<file path="src/rtl/panel_timing_gen.sv">
// panel_timing_gen: raster timing generator for the micro-display panel.
// Runs in the panel pixel clock domain. Timing only starts after the PLL has
// shown LOCK_WAIT consecutive locked cycles. When enable drops, the current
// frame is allowed to finish before the generator stops.
//
// Ports:
//   clock       panel pixel clock
//   reset_n     asynchronous active-low reset
//   locked      PLL lock (asynchronous, synchronised internally)
//   enable      request to run timing
//   hsync/vsync sync outputs, asserted level set by HSYNC_POL/VSYNC_POL
//   de          active-pixel data enable
//   x/y         pixel column/row while de=1, otherwise 0
//   line_start  one-cycle pulse at h=0 of each line
//   frame_start one-cycle pulse at h=0, v=0
//   running     high while the raster is being produced
module panel_timing_gen #(
  parameter int H_ACTIVE  = 640,
  parameter int H_FP      = 24,
  parameter int H_SYNC    = 16,
  parameter int H_BP      = 120,
  parameter int V_ACTIVE  = 400,
  parameter int V_FP      = 8,
  parameter int V_SYNC    = 4,
  parameter int V_BP      = 70,
  parameter bit HSYNC_POL = 1'b0,
  parameter bit VSYNC_POL = 1'b0,
  parameter int LOCK_WAIT = 1024
) (
  input  logic        clock,
  input  logic        reset_n,
  input  logic        locked,
  input  logic        enable,
  output logic        hsync,
  output logic        vsync,
  output logic        de,
  output logic [10:0] x,
  output logic [9:0]  y,
  output logic        line_start,
  output logic        frame_start,
  output logic        running
);
  localparam int H_TOTAL = H_ACTIVE + H_FP + H_SYNC + H_BP;
  localparam int V_TOTAL = V_ACTIVE + V_FP + V_SYNC + V_BP;
  localparam int LCW     = (LOCK_WAIT > 1) ? $clog2(LOCK_WAIT) : 1;

  // Counter widths are fixed at 11/10 bits; anything larger cannot be built.
  generate
    if (H_TOTAL > 2048 || V_TOTAL > 1024 || LOCK_WAIT < 1) begin : g_bad_params
      $error("panel_timing_gen: illegal timing parameters");
    end
  endgenerate

  localparam logic [10:0] H_LAST = 11'(H_TOTAL - 1);
  localparam logic [9:0]  V_LAST = 10'(V_TOTAL - 1);
  localparam logic [10:0] HA     = 11'(H_ACTIVE);
  localparam logic [10:0] HS_BEG = 11'(H_ACTIVE + H_FP);
  localparam logic [10:0] HS_END = 11'(H_ACTIVE + H_FP + H_SYNC);
  localparam logic [9:0]  VA     = 10'(V_ACTIVE);
  localparam logic [9:0]  VS_BEG = 10'(V_ACTIVE + V_FP);
  localparam logic [9:0]  VS_END = 10'(V_ACTIVE + V_FP + V_SYNC);
  localparam logic [LCW-1:0] LOCK_LAST = LCW'(LOCK_WAIT - 1);

  localparam logic [1:0] IDLE      = 2'd0;
  localparam logic [1:0] WAIT_LOCK = 2'd1;
  localparam logic [1:0] RUN       = 2'd2;
  localparam logic [1:0] STOPPING  = 2'd3;

  logic           sync1_q, lock_s_q;
  logic [1:0]     state_q, state_d;
  logic [LCW-1:0] lock_cnt_q, lock_cnt_d;
  logic [10:0]    h_q, h_d, h_nxt;
  logic [9:0]     v_q, v_d, v_nxt;
  logic           active, out_en, last_pix;
  logic           hsync_d, vsync_d, de_d, line_start_d, frame_start_d, running_d;
  logic [10:0]    x_d;
  logic [9:0]     y_d;

  always_ff @(posedge clock or negedge reset_n) begin
    if (!reset_n) begin
      sync1_q  <= 1'b0;
      lock_s_q <= 1'b0;
    end else begin
      sync1_q  <= locked;
      lock_s_q <= sync1_q;
    end
  end

  always_comb begin
    active   = (state_q == RUN) || (state_q == STOPPING);
    last_pix = (h_q == H_LAST) && (v_q == V_LAST);
    h_nxt    = (h_q == H_LAST) ? 11'd0 : h_q + 11'd1;
    v_nxt    = v_q;
    if (h_q == H_LAST) v_nxt = (v_q == V_LAST) ? 10'd0 : v_q + 10'd1;

    state_d    = state_q;
    lock_cnt_d = lock_cnt_q;
    h_d        = h_q;
    v_d        = v_q;
    case (state_q)
      IDLE: begin
        if (enable && lock_s_q) begin
          state_d    = WAIT_LOCK;
          lock_cnt_d = '0;
        end
      end
      WAIT_LOCK: begin
        if (!lock_s_q || !enable) begin
          state_d = IDLE;
        end else if (lock_cnt_q == LOCK_LAST) begin
          state_d = RUN;
          h_d     = 11'd0;
          v_d     = 10'd0;
        end else begin
          lock_cnt_d = lock_cnt_q + 1'b1;
        end
      end
      RUN: begin
        h_d = h_nxt;
        v_d = v_nxt;
        if (!enable) state_d = STOPPING;
      end
      STOPPING: begin
        // The wrap at the last pixel leaves h=v=0 on the way to IDLE.
        h_d = h_nxt;
        v_d = v_nxt;
        if (enable)        state_d = RUN;
        else if (last_pix) state_d = IDLE;
      end
      default: state_d = IDLE;
    endcase

    // Lock loss overrides everything while the raster is live.
    if (active && !lock_s_q) begin
      state_d = IDLE;
      h_d     = 11'd0;
      v_d     = 10'd0;
    end
  end

  // Output decode is gated by lock_s as well as state, so the outputs go idle
  // on the same edge the FSM drops to IDLE after a lock loss.
  always_comb begin
    out_en        = active && lock_s_q;
    de_d          = out_en && (h_q < HA) && (v_q < VA);
    x_d           = de_d ? h_q : 11'd0;
    y_d           = de_d ? v_q : 10'd0;
    hsync_d       = (out_en && h_q >= HS_BEG && h_q < HS_END) ? HSYNC_POL : ~HSYNC_POL;
    vsync_d       = (out_en && v_q >= VS_BEG && v_q < VS_END) ? VSYNC_POL : ~VSYNC_POL;
    line_start_d  = out_en && (h_q == 11'd0);
    frame_start_d = out_en && (h_q == 11'd0) && (v_q == 10'd0);
    running_d     = out_en;
  end

  always_ff @(posedge clock or negedge reset_n) begin
    if (!reset_n) begin
      state_q     <= IDLE;
      lock_cnt_q  <= '0;
      h_q         <= 11'd0;
      v_q         <= 10'd0;
      hsync       <= ~HSYNC_POL;
      vsync       <= ~VSYNC_POL;
      de          <= 1'b0;
      x           <= 11'd0;
      y           <= 10'd0;
      line_start  <= 1'b0;
      frame_start <= 1'b0;
      running     <= 1'b0;
    end else begin
      state_q     <= state_d;
      lock_cnt_q  <= lock_cnt_d;
      h_q         <= h_d;
      v_q         <= v_d;
      hsync       <= hsync_d;
      vsync       <= vsync_d;
      de          <= de_d;
      x           <= x_d;
      y           <= y_d;
      line_start  <= line_start_d;
      frame_start <= frame_start_d;
      running     <= running_d;
    end
  end
endmodule
</file>
<file path="config.mk">
export PLATFORM = sky130hd
export DESIGN_NAME = panel_timing_gen
export DESIGN_NICKNAME = d
export VERILOG_FILES = /design/src/rtl/panel_timing_gen.sv
export SDC_FILE = /design/constraint.sdc
export NUM_CORES = 1
export LEC_CHECK = 0
export CORE_ASPECT_RATIO = 0.6
export CORE_UTILIZATION = 50
export DETAILED_ROUTE_END_ITERATION = 16
export MAX_ROUTING_LAYER = met4
export PLACE_DENSITY = 0.72
export SYNTH_ARGS = -nofsm -noshare
export SYNTH_HDL_FRONTEND = slang
export SYNTH_SLANG_ARGS = --single-unit
export TNS_END_PERCENT = 1
</file>
<file path="constraint.sdc">
create_clock -name clock -period 2.11 [get_ports clock]
set_input_delay 0.211 -clock clock [delete_from_list [all_inputs] [get_ports clock]]
set_output_delay 0.211 -clock clock [all_outputs]
set_load 0.01 [all_outputs]
</file>
# After elaboration in Yosys (flattened, before gate mapping)
# Cells that the tools add are included.
# op_classes
order_cmp	6
n_eq_ne	16
muxes	27
reduce_logical	26
addsub	3
# op_table
operator	count
10-bit two-way mux	9
11-bit two-way mux	5
10-bit one-hot mux with 2 select lines	2
11-bit by 10-bit < comparator with 1-bit output (second input constant)	2
11-bit one-hot mux with 2 select lines	1
10-bit by 1-bit adder with 10-bit output (second input constant)	2
10-bit by 9-bit < comparator with 1-bit output (second input constant)	2
2-bit two-way mux	7
1-bit logical AND	12
4-bit AND reduction	3
11-bit by 1-bit adder with 11-bit output (second input constant)	1
11-bit by 10-bit equality test with 1-bit output (second input constant)	1
11-bit by 10-bit >= comparator with 1-bit output (second input constant)	1
11-bit zero test	1
10-bit equality test (second input constant)	1
10-bit by 9-bit equality test with 1-bit output (second input constant)	1
10-bit by 9-bit >= comparator with 1-bit output (second input constant)	1
10-bit zero test	1
3-bit != test (second input constant)	3
2-bit one-hot mux with 4 select lines	1
2-bit != test (second input constant)	3
2-bit equality test (second input constant)	2
4-bit by 3-bit != test with 1-bit output (second input constant)	1
4-bit != test (second input constant)	1
11 further kinds	14
# totals
out_inout_bits	27
elab_cells	92
regBits	62
input_bits	4

# Logic depth before layout (Yosys ltp)
# Gate-level depths: netlist of the first run.
# logic_depth
ltp_word	6
ltp_mapped	7

# Least setup slack after synthesis of the first run
# OpenSTA, ideal clock, no wires.
# synth_path
path_type	flip-flop to flip-flop
startpoint	register lock_cnt_q[0]
endpoint	register v_q[5]
setup_ps	126
required_time_ps	1984
synth_period_minus_slack_ps	1807
arrival_time_ps	1681
slack_ps	303
stages_incl_launch_ff	8
path_cell_list	dfrtp_1 -> ha_1 -> and4_1 -> buf_4 -> a41oi_2 -> or2_1 -> buf_6 -> a221o_1
# synth_between
elab_chain_cells	3
# synth_rtl
item	line	source
from (decl)	71	logic [LCW-1:0] lock_cnt_q, lock_cnt_d;
from (signal assigned)	171	lock_cnt_q <= lock_cnt_d;
10-bit equality test	110	end else if (lock_cnt_q == LOCK_LAST) begin
3-bit != test (no line)	-	
4-bit AND reduction (no line)	-	
to (signal assigned)	173	v_q <= v_d;
to (decl)	73	logic [9:0] v_q, v_d, v_nxt;
# No other way between the ends.
# A chain may end at the register's enable or synchronous reset.

# Worst setup path in the final report of the first run
# layout_path
startpoint	register lock_cnt_q[0]
endpoint	register v_q[3]
# Same word-level chain as after synthesis.

==> results of run 1 <==
per-layer routing:
| metal | routed length [µm] | share of wire (%) | vias to the layer above |
|---|---|---|---|
| li1 | - | - | 1151 |
| met1 | 3246 | 51 | 1132 |
| met2 | 2549 | 40 | 101 |
| met3 | 524 | 8.2 | 11 |
| met4 | 74 | 1.2 | 0 |
| met5 | 0 | 0 | - |
state kept, by name (all words and copies together), names as in the netlist, 2 cells and up:
signal / count
h_q: 11
lock_cnt_q: 10
state_q: 2
v_q: 10
x: 11
y: 10
worst max-delay path by stage:
stage | startpoint | endpoint | slack [ns] | depth (start not counted)
floorplan | lock_cnt_q[0] | v_q[5] | 0.30 | 7
global placement | enable | lock_cnt_q[9] | 0.22 | 5
detailed placement | lock_cnt_q[0] | v_q[3] | 0.10 | 5
CTS | lock_cnt_q[0] | v_q[3] | 0.08 | 5
global route | lock_cnt_q[0] | v_q[3] | 0.05 | 5
finish | lock_cnt_q[0] | v_q[3] | 0.13 | 5
layout by cell type, fill, tap and decap left out, drive strengths merged, types with 4 or more instances in the layout:
cell type       n
a21oi          13
a221o           5
a22o            4
a31oi           8
and2           21
and3            9
and4            5
buf            19
clkbuf          9
clkdlybuf4s50  29
dfrtp          60
ha              6
inv            11
nand2          14
nand2b          5
nand3          12
nand4          10
nor2           15
nor4            4
o21ai          26
o31ai           6
or3             4
or4             4
logic make-up after synthesis:
kind of cell	after synthesis	synth area share [%]
AO/OA/AOI/OAI	74	16.74
multiplexers	3	1.099
other	1	0.1267
AND/OR/NAND/NOR	114	22.20
buffers and inverters	28	4.482
adder cells (fa/ha/maj)	6	2.537
flip-flops	62	52.52
XOR/XNOR	1	0.2960
power by group through the flow:
stage	sequential [mW]	combinational [mW]	clock, mW
finish	1.21	0.0607	1.16
global route	1.21	0.0698	1.24
CTS	1.21	0.0621	1.18
detailed placement	1.23	0.0602	0
global placement	1.23	0.0585	0
floorplan	1.23	0.0156	0
area by class of cell:
type / instances / area [µm²]
fillers: 477 / 2003
flip-flops and latches: 62 / 1554
multi-input cells: 200 / 1280
repair buffers: 49 / 452.9
clock buffers: 9 / 123.9
well taps: 80 / 100.1
clock inverters: 7 / 97.59
inverters: 10 / 37.54
repair_timing:
item	4_1_cts	5_1_grt
endpoints found under the setup margin	0	5
resized for setup	0	2
hold endpoints to repair	18	0
hold buffers	1	0
critical path, cell delays in order (launching register included):
cell     delay, ns
dfrtp_1       0.43
ha_2          0.25
and4_2        0.32
a41oi_2       0.14
or2_1         0.35
a221o_1       0.38
==> results.py, run 1 <==
metrics = {
    "placed_design": {
        "post_dp_cell_area_um2": 3411,
        "dp_slack_ns": 0.1030,
        "gp_congestion": 0.9585,
        "place_inst": 400,
        "port_buffers": 30,
        "dp_hpwl_mm": 4.474,
    },
    "setup_path": {
        "start_kind": "register",
        "crit_fanout": 7,
        "reg2reg_to": "v_q[3]",
        "path_class": "register to register",
        "worst_setup_path_end_kind": "register",
        "worst_ep_required_time_ns": 2.35,
        "worst_ep_arrival_time_ns": 2.21,
        "r2r_start": "lock_cnt_q[0]",
        "reg2reg_slack_ns": 0.13,
        "ff2ff_path_depth": 5,
    },
    "sta": {
        "rsz0062_at_grt": "no",
        "hold_slack_ns": 0.2967,
        "min_period_ns": 1.977,
        "post-route-period-util_pct": 93.69,
        "fin_ws_ns": 0.1331,
        "setup_viol": 0,
        "skew_ns": 0.004707,
        "hold_viol_final": 0,
        "maxSlewViolCount": 0,
        "tns_ns": 0,
        "max_freq_mhz": 505.8,
    },
    "final_layout": {
        "area_delta_synth_final_pct": 23.21,
        "diodes": 0,
        "nets": 342,
        "fin_util_pct": 64.54,
        "fin_cells": 417,
        "fin_area_um2": 3646,
        "drive_gt1_share_pct": 13.35,
    },
    "min_path": {
        "hold_class": "input pin to register",
        "hold_depth": 1,
        "hp-start": "locked",
        "hold_end": "sync1_q",
    },
    "power_and_ir_drop": {
        "leakagePower_nw": 1.620,
        "power_density_nw_per_um2": 664.8,
        "clockPowerShare_pct": 47.7,
        "seqPwrFrac_pct": 49.8,
        "intPower_mw": 1.886,
        "p_total_mw": 2.424,
        "switching_share_pct": 22.20,
        "combPwrFrac_pct": 2.5,
        "p_sw_mw": 0.5382,
        "ir_drop_uv": 489.2,
    },
    "global_routing": {
        "met3_usage_pct": 9.421,
        "grt_antenna_before_repair": 0,
        "grt_first_pass_wirelength_mm": 10.13,
        "grt_use_met2_pct": 28.77,
        "first_global_vias": 1977,
        "top_usage_layer": "met1",
        "use_met1_pct": 34.01,
        "grt_overflow": 0,
        "grt_max_degree": 30,
        "grt.total_usage_pct": 23.44,
    },
    "die": {
        "core_area_um2": 5649,
        "rows": 21,
        "dieWidth_um": 101.3,
        "start_util_pct": 52.38,
        "die_y_um": 61.59,
        "die_area_um2": 6240,
        "num_io_pins": 31,
    },
    "synthesis": {
        "synth_enable_flop_cells": 0,
        "ys_types": 50,
        "syn_avg_cell_area_um2": 10.24,
        "synth_area_leaders": "dfrtp_1 51%, and2_1 4.4%, o21ai_0 3.7%",
        "synth_top_cell_by_area": "dfrtp_1",
        "synth_most_common_cell": "dfrtp_1",
        "async_flop_share_pct": 100.0,
        "yosysSeqAreaShare_pct": 52.52,
        "yosys_most_used_dff": "dfrtp_1",
        "ys_top_cells_by_count": "60 x dfrtp_1, 22 x o21ai_0, 21 x and2_1, 15 x nor2_1, 14 x nand2_1",
        "synth_top_area_share_pct": 50.74,
        "synth_area_um2": 2959,
        "syn_inst": 289,
        "ys_warn_count": 0,
        "synth-seq-cells": 62,
    },
    "drt": {
        "vias": 2395,
        "drt_iter0_drc": 114,
        "drc": 0,
        "via_per_inst": 5.743,
        "routedWlPerCell_um": 15.33,
        "drt_pass1_iterations": 5,
        "ant_nets": 0,
        "finalWirelength_mm": 6.394,
    },
    "job": {
        "maxCapViolCount": 0,
    },
    "cts": {
        "insertion_delay_ns": 0.35,
        "cts_sinks": 62,
        "cts_buffer_depth": 2,
        "post_cts_buffers": 0,
        "htreeDepth": 3,
        "cts_tree": "built",
        "path_clk_slew_ns": 0.07,
        "root_buffer": "clkbuf_8",
        "cts_buffers": 9,
    },
    "run_status": {
        "status": "finished clean",
    },
}
Power figures use the tool's default switching activity.
==> run 2, diff against run 1 <==
CTS_BUF_LIST = sky130_fd_sc_hd__clkbuf_8 sky130_fd_sc_hd__clkbuf_16   (was not set)
==> results of run 2 <==
Final layout, timing and power as in run 1 (identical DEF).
